===== src/rtl/mem_wb_stage_if.sv =====
// rtl/mem_wb_stage_if.sv - ALU-stage result record and 8-bit request/acknowledge memory bus
typedef struct packed {
    logic [15:0] data_out;
    logic [1:0]  reg_write;
    logic [2:0]  reg_dest;
    logic        setPC;
    logic [1:0]  mem_read;
    logic [1:0]  mem_write;
    logic [15:0] mem_addr;
} alu_signals;

interface mem_wb_stage_if;
    logic        bus_req;
    logic        bus_we;
    logic [15:0] bus_addr;
    logic [7:0]  bus_wdata;
    logic [7:0]  bus_rdata;
    logic        bus_ack;

    // The stage issues beats; the memory answers with data and acknowledge.
    modport master (
        output bus_req, bus_we, bus_addr, bus_wdata,
        input  bus_rdata, bus_ack
    );

    modport slave (
        input  bus_req, bus_we, bus_addr, bus_wdata,
        output bus_rdata, bus_ack
    );
endinterface


===== src/rtl/mem_wb_stage.sv =====
// rtl/mem_wb_stage.sv - memory access over a byte-wide beat bus followed by register/PC writeback
module mem_wb_stage (
    input  logic           clk,
    input  logic           reset,
    input  logic           en,
    input  alu_signals     control_signals_in,
    mem_wb_stage_if.master bus,
    output logic [1:0]     rf_write,
    output logic [2:0]     rf_dest,
    output logic [15:0]    rf_data,
    output logic           pc_write,
    output logic [15:0]    pc_data,
    output logic           busy,
    output logic           done
);

    typedef enum logic [1:0] {IDLE, BEAT_LO, BEAT_HI, WB} state_t;

    state_t      state_q, state_d;
    alu_signals  op_q, op_d;
    logic [7:0]  lo_q, lo_d;
    logic [7:0]  hi_q, hi_d;

    logic        bus_req_q, bus_req_d;
    logic        bus_we_q, bus_we_d;
    logic [15:0] bus_addr_q, bus_addr_d;
    logic [7:0]  bus_wdata_q, bus_wdata_d;
    logic [1:0]  rf_write_q, rf_write_d;
    logic [2:0]  rf_dest_q, rf_dest_d;
    logic [15:0] rf_data_q, rf_data_d;
    logic        pc_write_q, pc_write_d;
    logic [15:0] pc_data_q, pc_data_d;
    logic        busy_q, busy_d;
    logic        done_q, done_d;

    logic        is_write;
    logic        is_load;
    logic        is_word;
    logic        ack_ok;

    // An acknowledge only counts while a request is actually on the bus.
    assign ack_ok = bus.bus_ack & bus_req_q;

    // State, latched operation, captured read bytes and registered outputs.
    always_ff @(posedge clk) begin
        if (reset) begin
            state_q     <= IDLE;
            op_q        <= '0;
            lo_q        <= '0;
            hi_q        <= '0;
            bus_req_q   <= 1'b0;
            bus_we_q    <= 1'b0;
            bus_addr_q  <= '0;
            bus_wdata_q <= '0;
            rf_write_q  <= '0;
            rf_dest_q   <= '0;
            rf_data_q   <= '0;
            pc_write_q  <= 1'b0;
            pc_data_q   <= '0;
            busy_q      <= 1'b0;
            done_q      <= 1'b0;
        end else begin
            state_q     <= state_d;
            op_q        <= op_d;
            lo_q        <= lo_d;
            hi_q        <= hi_d;
            bus_req_q   <= bus_req_d;
            bus_we_q    <= bus_we_d;
            bus_addr_q  <= bus_addr_d;
            bus_wdata_q <= bus_wdata_d;
            rf_write_q  <= rf_write_d;
            rf_dest_q   <= rf_dest_d;
            rf_data_q   <= rf_data_d;
            pc_write_q  <= pc_write_d;
            pc_data_q   <= pc_data_d;
            busy_q      <= busy_d;
            done_q      <= done_d;
        end
    end

    // Next state, then outputs decoded from the state being entered so each
    // output register already holds the values of the state it accompanies.
    always_comb begin
        state_d = state_q;
        op_d    = op_q;
        lo_d    = lo_q;
        hi_d    = hi_q;

        if (state_q == IDLE && en) begin
            op_d = control_signals_in;
        end

        // A store wins over a load when both are requested.
        is_write = op_d.mem_write[0];
        is_load  = ~op_d.mem_write[0] & op_d.mem_read[0];
        is_word  = is_write ? op_d.mem_write[1] : op_d.mem_read[1];

        case (state_q)
            IDLE: begin
                if (en) begin
                    state_d = (is_write || is_load) ? BEAT_LO : WB;
                end
            end
            BEAT_LO: begin
                if (ack_ok) begin
                    if (is_load) begin
                        lo_d = bus.bus_rdata;
                    end
                    state_d = is_word ? BEAT_HI : WB;
                end
            end
            BEAT_HI: begin
                if (ack_ok) begin
                    if (is_load) begin
                        hi_d = bus.bus_rdata;
                    end
                    state_d = WB;
                end
            end
            WB:      state_d = IDLE;
            default: state_d = IDLE;
        endcase

        bus_req_d   = 1'b0;
        bus_we_d    = 1'b0;
        bus_addr_d  = '0;
        bus_wdata_d = '0;
        rf_write_d  = '0;
        rf_dest_d   = '0;
        rf_data_d   = '0;
        pc_write_d  = 1'b0;
        pc_data_d   = '0;
        done_d      = 1'b0;
        busy_d      = (state_d != IDLE);

        case (state_d)
            BEAT_LO: begin
                bus_req_d   = 1'b1;
                bus_we_d    = is_write;
                bus_addr_d  = op_d.mem_addr;
                bus_wdata_d = op_d.data_out[7:0];
            end
            BEAT_HI: begin
                bus_req_d   = 1'b1;
                bus_we_d    = is_write;
                bus_addr_d  = op_d.mem_addr + 16'd1;
                bus_wdata_d = op_d.data_out[15:8];
            end
            WB: begin
                done_d     = 1'b1;
                rf_write_d = op_d.reg_write;
                rf_dest_d  = op_d.reg_dest;
                pc_write_d = op_d.setPC;
                pc_data_d  = op_d.data_out;
                // A byte load is mirrored into both lanes so either byte enable picks it up.
                if (is_load) begin
                    rf_data_d = is_word ? {hi_d, lo_d} : {lo_d, lo_d};
                end else begin
                    rf_data_d = op_d.data_out;
                end
            end
            default: begin
            end
        endcase
    end

    assign bus.bus_req   = bus_req_q;
    assign bus.bus_we    = bus_we_q;
    assign bus.bus_addr  = bus_addr_q;
    assign bus.bus_wdata = bus_wdata_q;
    assign rf_write      = rf_write_q;
    assign rf_dest       = rf_dest_q;
    assign rf_data       = rf_data_q;
    assign pc_write      = pc_write_q;
    assign pc_data       = pc_data_q;
    assign busy          = busy_q;
    assign done          = done_q;

endmodule


===== src/flat_wrapper.sv =====
// flat-port wrapper written by rule: the top's interface ports become plain ports
module mem_wb_stage_flat 
  (clk, reset, en, control_signals_in, rf_write, rf_dest, rf_data, pc_write, pc_data, busy, done, bus_bus_req, bus_bus_we, bus_bus_addr, bus_bus_wdata, bus_bus_rdata, bus_bus_ack);
  mem_wb_stage_if bus_i ();
  input  logic clk;
  input  logic reset;
  input  logic en;
  input  alu_signals control_signals_in;
  output logic [1:0] rf_write;
  output logic [2:0] rf_dest;
  output logic [15:0] rf_data;
  output logic pc_write;
  output logic [15:0] pc_data;
  output logic busy;
  output logic done;
  output wire logic [$bits(bus_i.bus_req)-1:0] bus_bus_req;
  output wire logic [$bits(bus_i.bus_we)-1:0] bus_bus_we;
  output wire logic [$bits(bus_i.bus_addr)-1:0] bus_bus_addr;
  output wire logic [$bits(bus_i.bus_wdata)-1:0] bus_bus_wdata;
  input wire logic [$bits(bus_i.bus_rdata)-1:0] bus_bus_rdata;
  input wire logic [$bits(bus_i.bus_ack)-1:0] bus_bus_ack;
  assign bus_bus_req = bus_i.bus_req;
  assign bus_bus_we = bus_i.bus_we;
  assign bus_bus_addr = bus_i.bus_addr;
  assign bus_bus_wdata = bus_i.bus_wdata;
  assign bus_i.bus_rdata = bus_bus_rdata;
  assign bus_i.bus_ack = bus_bus_ack;
  mem_wb_stage u_core (.clk(clk), .reset(reset), .en(en), .control_signals_in(control_signals_in), .bus(bus_i), .rf_write(rf_write), .rf_dest(rf_dest), .rf_data(rf_data), .pc_write(pc_write), .pc_data(pc_data), .busy(busy), .done(done));
endmodule

===== config.mk =====
export PLATFORM = sky130hd
export DESIGN_NAME = mem_wb_stage_flat
export DESIGN_NICKNAME = d
export VERILOG_FILES = /design/src/rtl/mem_wb_stage_if.sv /design/src/rtl/mem_wb_stage.sv /design/src/flat_wrapper.sv
export SDC_FILE = /design/constraint.sdc
export NUM_CORES = 1
export LEC_CHECK = 0
export CAP_MARGIN = 40
export CORE_ASPECT_RATIO = 1.1
export CORE_MARGIN = 1
export CORE_UTILIZATION = 51
export CTS_BUF_LIST = sky130_fd_sc_hd__clkbuf_2
export CTS_CLUSTER_DIAMETER = 120
export DETAILED_ROUTE_END_ITERATION = 8
export PLACE_DENSITY = 0.82
export RECOVER_POWER = 50
export SETUP_SLACK_MARGIN = 0.4
export SLEW_MARGIN = 10
export SYNTH_ARGS = -nofsm -noshare
export SYNTH_HDL_FRONTEND = slang
export SYNTH_SLANG_ARGS = --single-unit

===== constraint.sdc =====
create_clock -name clk -period 3.49 [get_ports clk]
set_clock_uncertainty 0.1 [all_clocks]
set_input_delay 0.8725 -clock clk [delete_from_list [all_inputs] [get_ports clk]]
set_output_delay 0.8725 -clock clk [all_outputs]
set_load 0.02 [all_outputs]

* Yosys cells after proc, flatten, opt, wreduce, memory -nomap -nowiden
Index checks and enable logic that the tools add are counted.
Storage, ports and cells: bits in registers 126, latch bits 0, RAM bits 0, memory bits (read-only) 0, output and inout bits 66, memories kept 0
Cells by class: add/sub/neg operators 1, multiply operators 0, div/mod/pow operators 0, order comparisons 0, equal/unequal tests 6, shifts and indexed selects 0, multiplexer cells 20, bitwise gates (word level) 5, reductions and logical operators 7
Operator list (number):
- $mux W8 | 6
- $mux W42 | 1
- $mux W16 | 2
- $pmux W16 S2 | 1
- $add A16 B1 Y16 const B | 1
- $pmux W8 S2 | 1
- $eq A2 B2 Y1 const B | 4
- $mux W2 | 4
- $pmux W2 S4 | 1
- $reduce_or A2 Y1 | 3
- $eq A2 B1 Y1 const B | 2
- $mux W1 | 4
- $not A1 Y1 | 3
- $and A1 B1 Y1 | 2
- $logic_not A2 Y1 | 1
- $reduce_bool A2 Y1 | 1
- $logic_and A1 B1 Y1 | 1
- $logic_or A1 B1 Y1 | 1

* Logic depth before layout (Yosys ltp)
depth after elaboration 13, gate-level depth with buffers 13

* Worst setup path after synthesis
OpenSTA, ideal clock, no wires.
path type input -> register, start point input en, end point register u_core.bus_addr_q[14] (netlist: u_core.bus.bus_addr[14]), data arrival time 2.684 ns, data required time 3.256 ns, setup slack 0.572 ns, cell stages on the path 12, buffers on the path 3, cell sequence or3b_1 -> buf_6 -> buf_2 -> nor2_1 -> a21oi_1 -> inv_1 -> ha_1 -> clkbuf_1 -> nand4_1 -> a22oi_1 -> xor2_1 -> o22ai_1
RTL lines:
- start: declaration | line flat_wrapper.sv:7 | input logic en;
- end signal: assignment | line mem_wb_stage.sv:69 | bus_addr_q <= bus_addr_d;
- end: declaration | line mem_wb_stage.sv:26 | logic [15:0] bus_addr_q, bus_addr_d;

* Final worst setup path
start point input en, end point register u_core.rf_data_q[13] (netlist: u_core.rf_data[13])
Between the ends: word-level cells in the longest chain between the ends 11, elaborated cells between the ends (all ways) 22, classes of those cells 1 x eq/ne; 15 x mux; 3 x bitwise; 3 x reduce/logical
Ends and longest elaborated chain:
- $logic_and A1 B1 Y1 | line mem_wb_stage.sv:89 | if (state_q == IDLE && en) begin
- $mux W42 | line mem_wb_stage.sv:89
- $not A1 Y1 | line mem_wb_stage.sv:95 | is_load = ~op_d.mem_write[0] & op_d.mem_read[0];
- $and A1 B1 Y1 | line mem_wb_stage.sv:95
- $logic_or A1 B1 Y1 | line mem_wb_stage.sv:101 | state_d = (is_write || is_load) ? BEAT_LO : WB;
- $mux W2 | line mem_wb_stage.sv:101
- $mux W2 | line mem_wb_stage.sv:100 | if (en) begin
- $pmux W2 S4 | line mem_wb_stage.sv:98 | case (state_q)
- $eq A2 B2 Y1 | line mem_wb_stage.sv:136 | case (state_d)
- $not A1 Y1 (no line)
- $reduce_or A2 Y1 (no line)
- end signal: assignment | line mem_wb_stage.sv:73 | rf_data_q <= rf_data_d;
- end: declaration | line mem_wb_stage.sv:30 | logic [15:0] rf_data_q, rf_data_d;
Parallel ways exist; a longest one is shown, timed or not. A chain may end at the register's enable or synchronous reset.

==> flow_summary.json <==
{
  "cts_sinks": 126,
  "startpoint_type": "primary input",
  "multi_input_area_um2": 2317,
  "cp_slowest_cell": "dlygate4sd3_1",
  "muxShareOfSynthArea": 0.09725,
  "start_util": 0.5328,
  "synth_top_area_share": 0.4989,
  "grt-ovfl-total": 0,
  "hold_path.class": "register to register",
  "htreeDepth": 4,
  "place_congestion": 0.8334,
  "grt_max_degree": 63,
  "synthAdderAreaFrac": 0.01237,
  "synth_edf_count": 0,
  "detail-route-antenna-nets": 0,
  "post_cts_resized": 0,
  "reg2regPathDepth": 9,
  "worstPathRequired_ps": 3990,
  "synth.top_cells.by_area": "dfxtp_1 (50%), mux2i_1 (9.5%), nor2_1 (7.4%)",
  "dieArea_um2": 10320,
  "vias": 4355,
  "drt_iter0_markers": 188,
  "viasPerCell": 5.383,
  "clk_pin_slew_worst_paths_ps": 180,
  "finalSetupTns_ps": 0,
  "worstSkewPairLatency_ps": 690,
  "syn_area_um2": 5056,
  "worst_ep_arrival_time_ps": 3410,
  "final.period_utilization": 0.8354,
  "p_total_uw": 3561,
  "powerDensity_nw_per_um2": 533.1,
  "synth_top_family_by_area": "simple AND/OR/NAND/NOR gates",
  "num_rows": 37,
  "worstHoldStart": "u_core.op_q[20]",
  "vdd_drop_max_uv": 275.7,
  "dpl.hpwl_mm": 9.435,
  "synth_cell_types": 47,
  "nNetsFinal": 738,
  "cp_top_family": "buffers and inverters",
  "synth.yosys.seq_area_share": 0.4989,
  "cts_tree": "built",
  "core-area_um2": 9490,
  "rsz0062_at_grt": "false",
  "cp_cell_sequence": "dlygate4sd3_1 > nor3b_1 > buf_12 > nand3_1 > nand2_2 > buf_4 > nor2_1 > a2111oi_2",
  "hold_viol": 0,
  "worstSetupEndpointType": "register",
  "port_buffers": 119,
  "synthFlopType": "dfxtp_1",
  "tightest_slew_ps": 665.9,
  "outcome": "complete, no violations",
  "synth-simple-area-share": 0.2257,
  "maxCapViolCount": 0,
  "synthCells": 558,
  "first_pass_iters": 5,
  "dp_slack_ps": 113.3,
  "slew_headroom": 0.5561,
  "grt_pass1_vias": 4180,
  "max_freq_mhz": 343.0,
  "io_pins": 120,
  "n_fill_cell": 743,
  "grt_pass1_wl_mm": 20.89,
  "clk_path_buf_depth": 2,
  "wl_per_cell_um": 16.05,
  "die_h_um": 106.4,
  "ys_ff_latch": 126,
  "seqCellArea_um2": 2522,
  "layout_setup_ws_ps": 574.4,
  "cts-root-buf": "clkbuf_2",
  "cp_max_fo": 53,
  "synth-xor-area-share": 0.01905,
  "drive_above_1_share": 0.09249,
  "cp_num_buf_inv": 3,
  "grtUsageTotal": 0.2567,
  "yosysTopAreaCell": "dfxtp_1",
  "diodes": 0,
  "synth_compound_area_frac": 0.1039,
  "post-route-drc-count": 0,
  "cts_made_buffers": 17,
  "synthArstFlopShare": 0,
  "hold-path-endpoint": "u_core.op_q[20]",
  "r2r_slack_ps": 740,
  "antenna_found_initial": 0,
  "die_x_um": 96.94,
  "cts_hold_buffers": 0,
  "period_minus_slack_ps": 2916,
  "r2r_start": "u_core.op_q[16]",
  "max_stage_delay_ps": 600,
  "slew_viol_final": 0,
  "power.leakage_uw": 0.002730,
  "post_cts_buffers": 0,
  "critPathKind": "primary input to register",
  "holdPathStages": 2,
  "syn_nets": 617,
  "wl_mm": 12.98,
  "areaGrowthSynthToFinish_pct": 32.12,
  "whs_ps": 370.0,
  "r2r_end": "u_core.bus.bus_addr[4]",
  "yosys_warnings": 0,
  "finish.utilization": 0.7039,
  "setup_violations": 0,
  "postSynthAreaPerCell_um2": 9.061
}
stage by stage:
stage / area [um2] / std cells
after floorplan: 5056 / 558
after global placement: 6402 / 777
after detailed placement: 6402 / 777
after CTS: 6704 / 809
after global routing: 6680 / 809
final: 6680 / 809
tightest hold or removal path, stage by stage, from the launching register on:
cell and delay, ps:
dfxtp_1 340, nand2_1 50, a21oi_1 60
cells by family after synthesis:
logic type,count (synthesis)
and+or+nand+nor,251
DFF,126
AOI/OAI and AO/OA,69
muxes,49
buffers and inverters,47
xor gates and xnor gates,11
adders and majority gates,5
synth_stat cells, types with 5 or more instances:
cell type / count
dfxtp_1: 126
nor2_1: 100
nand2_1: 85
mux2i_1: 48
nand3_1: 18
clkbuf_1: 17
a21oi_1: 16
a22oi_1: 12
nand4_1: 12
buf_2: 11
and3_1: 10
inv_1: 10
o22ai_1: 10
a2111oi_2: 8
a211oi_1: 8
xor2_1: 8
and2_1: 6
o21ai_0: 6
buf_1: 5
ha_1: 5
flip-flops by register name, indices dropped and copies added, names as in the netlist, 2 cells and up:
name and flops:
u_core.bus.bus_addr 16, u_core.bus.bus_wdata 8, u_core.hi_q 8, u_core.lo_q 8
u_core.op_q 42, u_core.pc_data 16, u_core.rf_data 16, u_core.rf_dest 3
u_core.rf_write 2, u_core.state_q 2
routing by layer:
layer  global-route usage  wire, um  up-vias
met4               0.1066       273        0
met3              0.06377       768       19
li1                     -         -     2149
met5                    0         0        -
met1               0.3235      5636     2028
met2               0.4195      6303      159
layout make-up:
| class | instances | share of cell area |
|---|---|---|
| clock buffer | 18 | 0.01349 |
| multi-input combinational | 385 | 0.3469 |
| sequential | 126 | 0.3776 |
| clock inverter | 14 | 0.03165 |
| tap | 117 | 0.02191 |
| timing repair buffer | 139 | 0.2028 |
| inverter | 10 | 0.005619 |
worst max path at each step:
stage | startpoint | endpoint | slack [ps] | depth (start not counted)
after floorplan | en | u_core.bus.bus_addr[14] | 570 | 12
after global placement | en | u_core.bus.bus_addr[14] | 210 | 10
after detailed placement | en | u_core.rf_data[8] | 110 | 6
after CTS | u_core.bus.bus_req | bus_bus_req | 740 | 1
after global routing | en | u_core.rf_data[13] | 470 | 8
final | en | u_core.rf_data[13] | 570 | 8
where the power goes:
group	total (uW)	switching, uW	internal [uW]	leakage [uW]
Sequential	1610	62.4	1550	0.00102
Combinational	850	493	357	0.00154
Clock	1100	557	546	0.000167
layout by cell type (no fill, tap or decap), types with 6 or more instances in the layout:
cell type and n:
and3_1 10, a211oi_1 8, xor2_1 8, buf_4 12, nand3_1 18, o21ai_0 6
a21oi_1 16, o22ai_1 10, a22oi_1 12, inv_1 10, nand4_1 12, dfxtp_1 126
clkdlybuf4s50_1 115, mux2i_1 48, clkbuf_2 18, nor2_1 100, nand2_1 85, a2111oi_2 8
Note: power is estimated with default switching activity, not from simulation.
